## src/rtl/quad_encoder_io_if.sv

```systemverilog
// Processor IO-space load/store bus as seen by one memory-mapped peripheral.
// Loads are combinational; stores take effect on the clock edge ending the store cycle.
interface quad_encoder_io_if;
   logic        IOinsn;
   logic        wren;
   logic [31:0] memAddr;
   logic [31:0] dataIn;
   logic [31:0] dataOut;

   modport master (output IOinsn, output wren, output memAddr, output dataIn, input dataOut);
   modport slave  (input IOinsn, input wren, input memAddr, input dataIn, output dataOut);
endinterface

```

## src/rtl/quad_encoder_io.sv

```systemverilog
// Quadrature encoder reader: sync + debounce of A/B/limit, x4 decode to a 32-bit position, windowed velocity.
// Pin-to-position latency 3 + DEBOUNCE_CYCLES cycles; never stalls the bus, loads are combinational.
module quad_encoder_io #(
   parameter int DEBOUNCE_CYCLES = 16,
   parameter int WINDOW_CYCLES   = 100000
) (
   input  logic              clk,
   input  logic              reset,
   quad_encoder_io_if.slave  bus,
   input  logic [2:0]        JB
);

   localparam int CW = $clog2(DEBOUNCE_CYCLES + 1);
   localparam int WW = $clog2(WINDOW_CYCLES);
   localparam logic [CW-1:0] CNT_LAST = CW'(DEBOUNCE_CYCLES - 1);
   localparam logic [WW-1:0] WIN_LAST = WW'(WINDOW_CYCLES - 1);
   localparam logic [31:0]   ID_VALUE = 32'h0E4C_0001;

   logic [2:0]    sync1_q, sync2_q;
   logic [2:0]    filt_q, filt_d;
   logic [CW-1:0] cnt_q [3];
   logic [CW-1:0] cnt_d [3];
   logic [1:0]    prev_ba_q;
   logic          prev_lim_q;
   logic [1:0]    vld_q;
   logic          primed_q, primed_d;
   logic          dir_q, dir_d;
   logic          err_q, err_d;
   logic          lim_q, lim_d;
   logic [31:0]   pos_q, pos_d;
   logic [31:0]   acc_q, acc_d;
   logic [31:0]   vel_q, vel_d;
   logic [WW-1:0] win_q, win_d;

   logic          changed, illegal, up, step_up, step_dn;
   logic [31:0]   step_val;
   logic          store, st_pos, st_stat;
   logic          unused_addr;

   assign unused_addr = ^{bus.memAddr[31:14], bus.memAddr[12:4], bus.memAddr[1:0]};

   // A pin's filtered value flips only after DEBOUNCE_CYCLES consecutive cycles of disagreement.
   always_comb begin
      filt_d = filt_q;
      for (int i = 0; i < 3; i++) begin
         cnt_d[i] = '0;
         if (sync2_q[i] != filt_q[i]) begin
            if (cnt_q[i] == CNT_LAST) filt_d[i] = sync2_q[i];
            else                      cnt_d[i] = cnt_q[i] + CW'(1);
         end
      end
   end

   always_comb begin
      changed = filt_q[1:0] != prev_ba_q;
      illegal = (filt_q[1:0] ^ prev_ba_q) == 2'b11;
      up = (prev_ba_q == 2'b00 && filt_q[1:0] == 2'b01) ||
           (prev_ba_q == 2'b01 && filt_q[1:0] == 2'b11) ||
           (prev_ba_q == 2'b11 && filt_q[1:0] == 2'b10) ||
           (prev_ba_q == 2'b10 && filt_q[1:0] == 2'b00);
      step_up = primed_q && changed && !illegal && up;
      step_dn = primed_q && changed && !illegal && !up;
      step_val = step_up ? 32'd1 : (step_dn ? 32'hFFFF_FFFF : 32'd0);
   end

   always_comb begin
      store   = bus.IOinsn && bus.wren && bus.memAddr[13];
      st_pos  = store && (bus.memAddr[3:2] == 2'd0);
      st_stat = store && (bus.memAddr[3:2] == 2'd1);

      // Pins already at the reset value never produce a filter update, so prime once the sync chain agrees.
      primed_d = primed_q || changed || (vld_q[1] && (sync2_q[1:0] == filt_q[1:0]));

      pos_d = st_pos ? bus.dataIn : pos_q + step_val;
      dir_d = step_up ? 1'b1 : (step_dn ? 1'b0 : dir_q);
      err_d = (err_q && !(st_stat && bus.dataIn[1])) || (primed_q && changed && illegal);
      lim_d = (lim_q && !(st_stat && bus.dataIn[2])) || (primed_q && filt_q[2] && !prev_lim_q);

      if (win_q == WIN_LAST) begin
         win_d = '0;
         vel_d = acc_q + step_val;
         acc_d = '0;
      end else begin
         win_d = win_q + WW'(1);
         vel_d = vel_q;
         acc_d = acc_q + step_val;
      end
   end

   always_ff @(posedge clk) begin
      if (reset) begin
         sync1_q    <= '0;
         sync2_q    <= '0;
         filt_q     <= '0;
         for (int i = 0; i < 3; i++) cnt_q[i] <= '0;
         prev_ba_q  <= '0;
         prev_lim_q <= 1'b0;
         vld_q      <= '0;
         primed_q   <= 1'b0;
         dir_q      <= 1'b0;
         err_q      <= 1'b0;
         lim_q      <= 1'b0;
         pos_q      <= '0;
         acc_q      <= '0;
         vel_q      <= '0;
         win_q      <= '0;
      end else begin
         sync1_q    <= JB;
         sync2_q    <= sync1_q;
         filt_q     <= filt_d;
         for (int i = 0; i < 3; i++) cnt_q[i] <= cnt_d[i];
         prev_ba_q  <= filt_q[1:0];
         prev_lim_q <= filt_q[2];
         vld_q      <= {vld_q[0], 1'b1};
         primed_q   <= primed_d;
         dir_q      <= dir_d;
         err_q      <= err_d;
         lim_q      <= lim_d;
         pos_q      <= pos_d;
         acc_q      <= acc_d;
         vel_q      <= vel_d;
         win_q      <= win_d;
      end
   end

   always_comb begin
      bus.dataOut = 32'd0;
      if (bus.memAddr[13]) begin
         case (bus.memAddr[3:2])
            2'd0:    bus.dataOut = pos_q;
            2'd1:    bus.dataOut = {25'd0, primed_q, filt_q[1:0], filt_q[2], lim_q, err_q, dir_q};
            2'd2:    bus.dataOut = vel_q;
            default: bus.dataOut = ID_VALUE;
         endcase
      end
   end

endmodule

```

## src/flat_wrapper.sv

```systemverilog
// flat-port wrapper written by rule: the top's interface ports become plain ports
module quad_encoder_io_flat 
#(
   parameter int DEBOUNCE_CYCLES = 16,
   parameter int WINDOW_CYCLES   = 100000
)
  (clk, reset, JB, bus_IOinsn, bus_wren, bus_memAddr, bus_dataIn, bus_dataOut);
  quad_encoder_io_if bus_i ();
  input  logic clk;
  input  logic reset;
  input  logic [2:0] JB;
  input wire logic [$bits(bus_i.IOinsn)-1:0] bus_IOinsn;
  input wire logic [$bits(bus_i.wren)-1:0] bus_wren;
  input wire logic [$bits(bus_i.memAddr)-1:0] bus_memAddr;
  input wire logic [$bits(bus_i.dataIn)-1:0] bus_dataIn;
  output wire logic [$bits(bus_i.dataOut)-1:0] bus_dataOut;
  assign bus_i.IOinsn = bus_IOinsn;
  assign bus_i.wren = bus_wren;
  assign bus_i.memAddr = bus_memAddr;
  assign bus_i.dataIn = bus_dataIn;
  assign bus_dataOut = bus_i.dataOut;
  quad_encoder_io #(.DEBOUNCE_CYCLES(DEBOUNCE_CYCLES), .WINDOW_CYCLES(WINDOW_CYCLES)) u_core (.clk(clk), .reset(reset), .bus(bus_i), .JB(JB));
endmodule
```

## config.mk

```make
export PLATFORM = sky130hd
export DESIGN_NAME = quad_encoder_io_flat
export DESIGN_NICKNAME = d
export VERILOG_FILES = /design/src/rtl/quad_encoder_io_if.sv /design/src/rtl/quad_encoder_io.sv /design/src/flat_wrapper.sv
export SDC_FILE = /design/constraint.sdc
export NUM_CORES = 1
export LEC_CHECK = 0
export ABC_AREA = 1
export CELL_PAD_IN_SITES_DETAIL_PLACEMENT = 0
export CELL_PAD_IN_SITES_GLOBAL_PLACEMENT = 2
export CORE_MARGIN = 2
export CORE_UTILIZATION = 38
export CTS_BUF_LIST = sky130_fd_sc_hd__clkbuf_8
export CTS_CLUSTER_SIZE = 14
export DETAILED_ROUTE_END_ITERATION = 10
export DONT_BUFFER_PORTS = 1
export PLACE_DENSITY_LB_ADDON = 0.25
export SLEW_MARGIN = 20
export SYNTH_ARGS = -nofsm -noshare
export SYNTH_HDL_FRONTEND = slang
export SYNTH_SLANG_ARGS = --single-unit
```

## constraint.sdc

```tcl
create_clock -name clk -period 5.3 [get_ports clk]
set_input_delay 1.06 -clock clk [delete_from_list [all_inputs] [get_ports clk]]
set_output_delay 1.06 -clock clk [all_outputs]
set_load 0.005 [all_outputs]
```

==> flow_metrics.py <==
metrics = {
    "power": {
        "peakVddDrop_v": 0.000140,
        "powerDensity_nw_per_um2": 196,
        "power_mw": 2.14,
        "p_leak_nw": 5.87,
    },
    "floorplan": {
        "row_count": 59,
        "initial_core_util": 0.388,
        "io_pins": 103,
        "die_y_um": 168,
        "die_width_um": 168,
        "core_area_um2": 26200,
        "die-area_um2": 28100,
    },
    "setup_path": {
        "critPathSlowestCell": "nor2_4",
        "critPathMostFrequentCell": "nand2_1",
        "critPathBufInv": 3,
        "crit_chain": "inv_1 > nand2_1 > nand2_1 > nand2_1 > nand3_1 > nor2_4 > buf_4 > ha_1 > a21oi_1 > o21ai_0 > inv_1 > nand2_1 > a21oi_1 > nand3_1 > nand3_1 > nand2_1",
        "cp-endpoint": "u_core.vel_q[28]",
        "path_max_fanout": 30,
        "worstPathArrival_ps": 4070,
        "cpLargestDelayFamily": "simple AND/OR/NAND/NOR gates",
        "rr_worst_depth": 16,
        "r2r_slack_ps": 1600,
        "r2r_start": "u_core.filt_q[1]",
        "startpoint_type": "flip-flop",
        "worstSetupStartpoint": "u_core.filt_q[1]",
        "worstSetupPathType": "reg2reg",
        "slowest_delay_ps": 680,
        "cp.depth": 16,
        "r2r_end": "u_core.vel_q[28]",
        "crit_path_end_kind": "flip-flop",
        "required_ps": 5670,
    },
    "global_routing": {
        "grt_use_total": 0.212,
        "grt_max_degree": 52,
        "grt_pass1_wl_mm": 47.1,
        "grt-ovfl-total": 0,
        "first_global_vias": 9136,
        "antenna_found_initial": 0,
    },
    "placed_design": {
        "gp_congestion": 0.856,
        "portBuffers": 0,
        "dp_hpwl_mm": 23.2,
    },
    "clocking": {
        "clk_latency_ps": 470,
        "cts_root_buffer": "clkbuf_8",
        "clk_pin_slew_ps": 100,
        "cts_buffers": 17,
        "cts_tree": "built",
        "ctsHoldBuffers": 0,
        "clockBufferDepth": 2,
        "cts-htree-levels": 4,
        "cts.sinks": 146,
        "postCtsSetupRepairBufs": 0,
        "cts-resized-gates": 0,
    },
    "sta": {
        "finClkSkew_ps": 22.1,
        "rsz0062_at_grt": "no",
        "period_needed_ps": 3700,
        "slew_headroom": 0.413,
        "setup_viol": 0,
        "finalMaxSlewViolations": 0,
        "tightest_slew_ps": 878,
        "hold_viol": 0,
        "clock.fmax_ghz": 0.270,
        "finalSetupTns_ps": 0,
        "whs_ps": 410,
        "post-route-period-util": 0.698,
    },
    "yosys": {
        "syn_avg_cell_area_um2": 6.04,
        "yosysUniqueCellTypes": 39,
        "synth_nets": 1827,
        "synthFlopType": "dfxtp_1",
        "synth_warnings": 0,
        "synth_edf_count": 0,
        "synthArstFlopShare": 0,
        "syn_inst": 1685,
        "ys_seq_elements": 146,
        "ys_seq_area_frac": 0.287,
        "synth.cell_area_um2": 10200,
    },
    "cells_and_area": {
        "regArea_um2": 2920,
        "diodes": 0,
        "finalNetCount": 1820,
        "layout-drive-gt1-share": 0.0355,
        "area_growth_pct": 6.99,
        "multi_input_area_um2": 5910,
        "fin_util": 0.416,
        "nFillCells": 2923,
    },
    "detailed_routing": {
        "vias_per_cell": 4.65,
        "dr.pass1.iters": 7,
        "drt_iter0_drc": 554,
        "drc": 0,
        "wl_per_cell_um": 14.5,
        "drtAntennaViolNets": 0,
        "num_vias": 9423,
        "routed_wl_mm": 29.3,
    },
    "job": {
        "maxCapViolCount": 0,
    },
    "outcome": {
        "outcome": "finished, final reports clean",
    },
    "min_path": {
        "hold_class": "reg2reg",
    },
}
## cells by family (layout without fill, tap and decap cells)
kind of cell | after synthesis | count (layout) | synth area share
AO/OA/AOI/OAI | 206 | 206 | 0.109
XOR/XNOR | 36 | 36 | 0.0310
adder cells (fa/ha/maj) | 71 | 71 | 0.0888
buffers and inverters | 348 | 354 | 0.133
flip-flops | 146 | 146 | 0.287
AND/OR/NAND/NOR | 878 | 878 | 0.351
## cell usage after synthesis (5+ instances only)
cell type | number | share of area
xor2_1 | 19 | 0.016
nor3_1 | 15 | 0.0074
buf_2 | 12 | 0.0059
nand3_1 | 79 | 0.039
o21ai_1 | 17 | 0.0084
nand2_1 | 576 | 0.21
xnor2_1 | 17 | 0.015
inv_1 | 309 | 0.11
nor2_1 | 161 | 0.059
dfxtp_1 | 146 | 0.29
o22ai_1 | 6 | 0.0037
o21bai_1 | 22 | 0.016
inv_2 | 6 | 0.0022
clkbuf_1 | 12 | 0.0044
ha_1 | 69 | 0.085
o21ai_0 | 62 | 0.030
a21oi_1 | 91 | 0.045
nand4_1 | 14 | 0.0086
nor2_2 | 5 | 0.0031
## layer usage
metal,global-route usage,share of wire,vias to the layer above
met5,0,0,-
met4,0.0586,0.022,0
met3,0.0262,0.020,27
met2,0.378,0.48,107
met1,0.270,0.48,4098
li1,-,-,5191
## how the worst min path moves through the flow
stage                      start  cells past startpoint                end  slack, ps
4_1_cts          u_core.vld_q[0]                      2    u_core.vld_q[1]        410
3_3_place_gp     u_core.vld_q[0]                      2    u_core.vld_q[1]        390
2_1_floorplan  u_core.sync1_q[0]                      2  u_core.sync2_q[0]        390
3_5_place_dp     u_core.vld_q[0]                      2    u_core.vld_q[1]        390
6_report         u_core.vld_q[0]                      2    u_core.vld_q[1]        410
5_1_grt        u_core.sync1_q[2]                      2  u_core.sync2_q[2]        440
## registers in the layout, summed over array words and instances (netlist names)
name               cells
u_core.filt_q          3
u_core.prev_lim_q      1
u_core.err_q           1
u_core.cnt_q          15
u_core.sync2_q         3
u_core.vld_q           2
u_core.primed_q        1
u_core.acc_q          32
u_core.vel_q          32
u_core.prev_ba_q       2
u_core.pos_q          32
u_core.dir_q           1
u_core.sync1_q         3
u_core.win_q          17
u_core.lim_q           1
## report_power, final
group | internal, mW | leakage, nW | total, mW | switching (mW)
clock | 0.398 | 0.207 | 0.936 | 0.538
sequential | 1.11 | 1.18 | 1.12 | 0.00873
combinational | 0.0247 | 4.48 | 0.0841 | 0.0594
## through the flow
step	std cells	instance area [um2]	setup slack [ps]
floorplan	1685	10200	1710
global placement	1994	10500	1610
global route	2026	10900	1320
CTS	2026	10900	1580
finish	2026	10900	1600
detailed placement	1994	10500	1570
## cell type report
class | count | area share
Multi-Input combinational cell | 1191 | 0.542
Sequential cell | 146 | 0.268
Timing Repair Buffer | 7 | 0.00483
Tap cell | 335 | 0.0385
Clock buffer | 17 | 0.0215
Inverter | 315 | 0.109
Clock inverter | 15 | 0.0160
## worst register-to-register path, delay by kind of cell (launching register included)
family          cells  cell delay, ps
simple gates        9            1400
flops               1             500
fa+ha+maj           1             340
compound gates      3             730
buf+inv             3             670
## layout by cell type, fill, tap and decap left out, types with 5 or more instances in the layout
| cell type | Yosys | routed |
|---|---|---|
| xor2_1 | 19 | 19 |
| o21bai_1 | 22 | 22 |
| nand2_1 | 576 | 576 |
| inv_1 | 309 | 310 |
| nand3_1 | 79 | 79 |
| dfxtp_1 | 146 | 146 |
| o21ai_1 | 17 | 17 |
| o21ai_0 | 62 | 62 |
| nor2_1 | 161 | 161 |
| clkbuf_8 | 0 | 17 |
| inv_8 | 0 | 5 |
| buf_4 | 3 | 7 |
| o22ai_1 | 6 | 6 |
| inv_2 | 6 | 6 |
| ha_1 | 69 | 69 |
| a21oi_1 | 91 | 91 |
| xnor2_1 | 17 | 17 |
| nand4_1 | 14 | 14 |
| nor3_1 | 15 | 15 |
No activity file was read; power rests on OpenSTA's default activity.
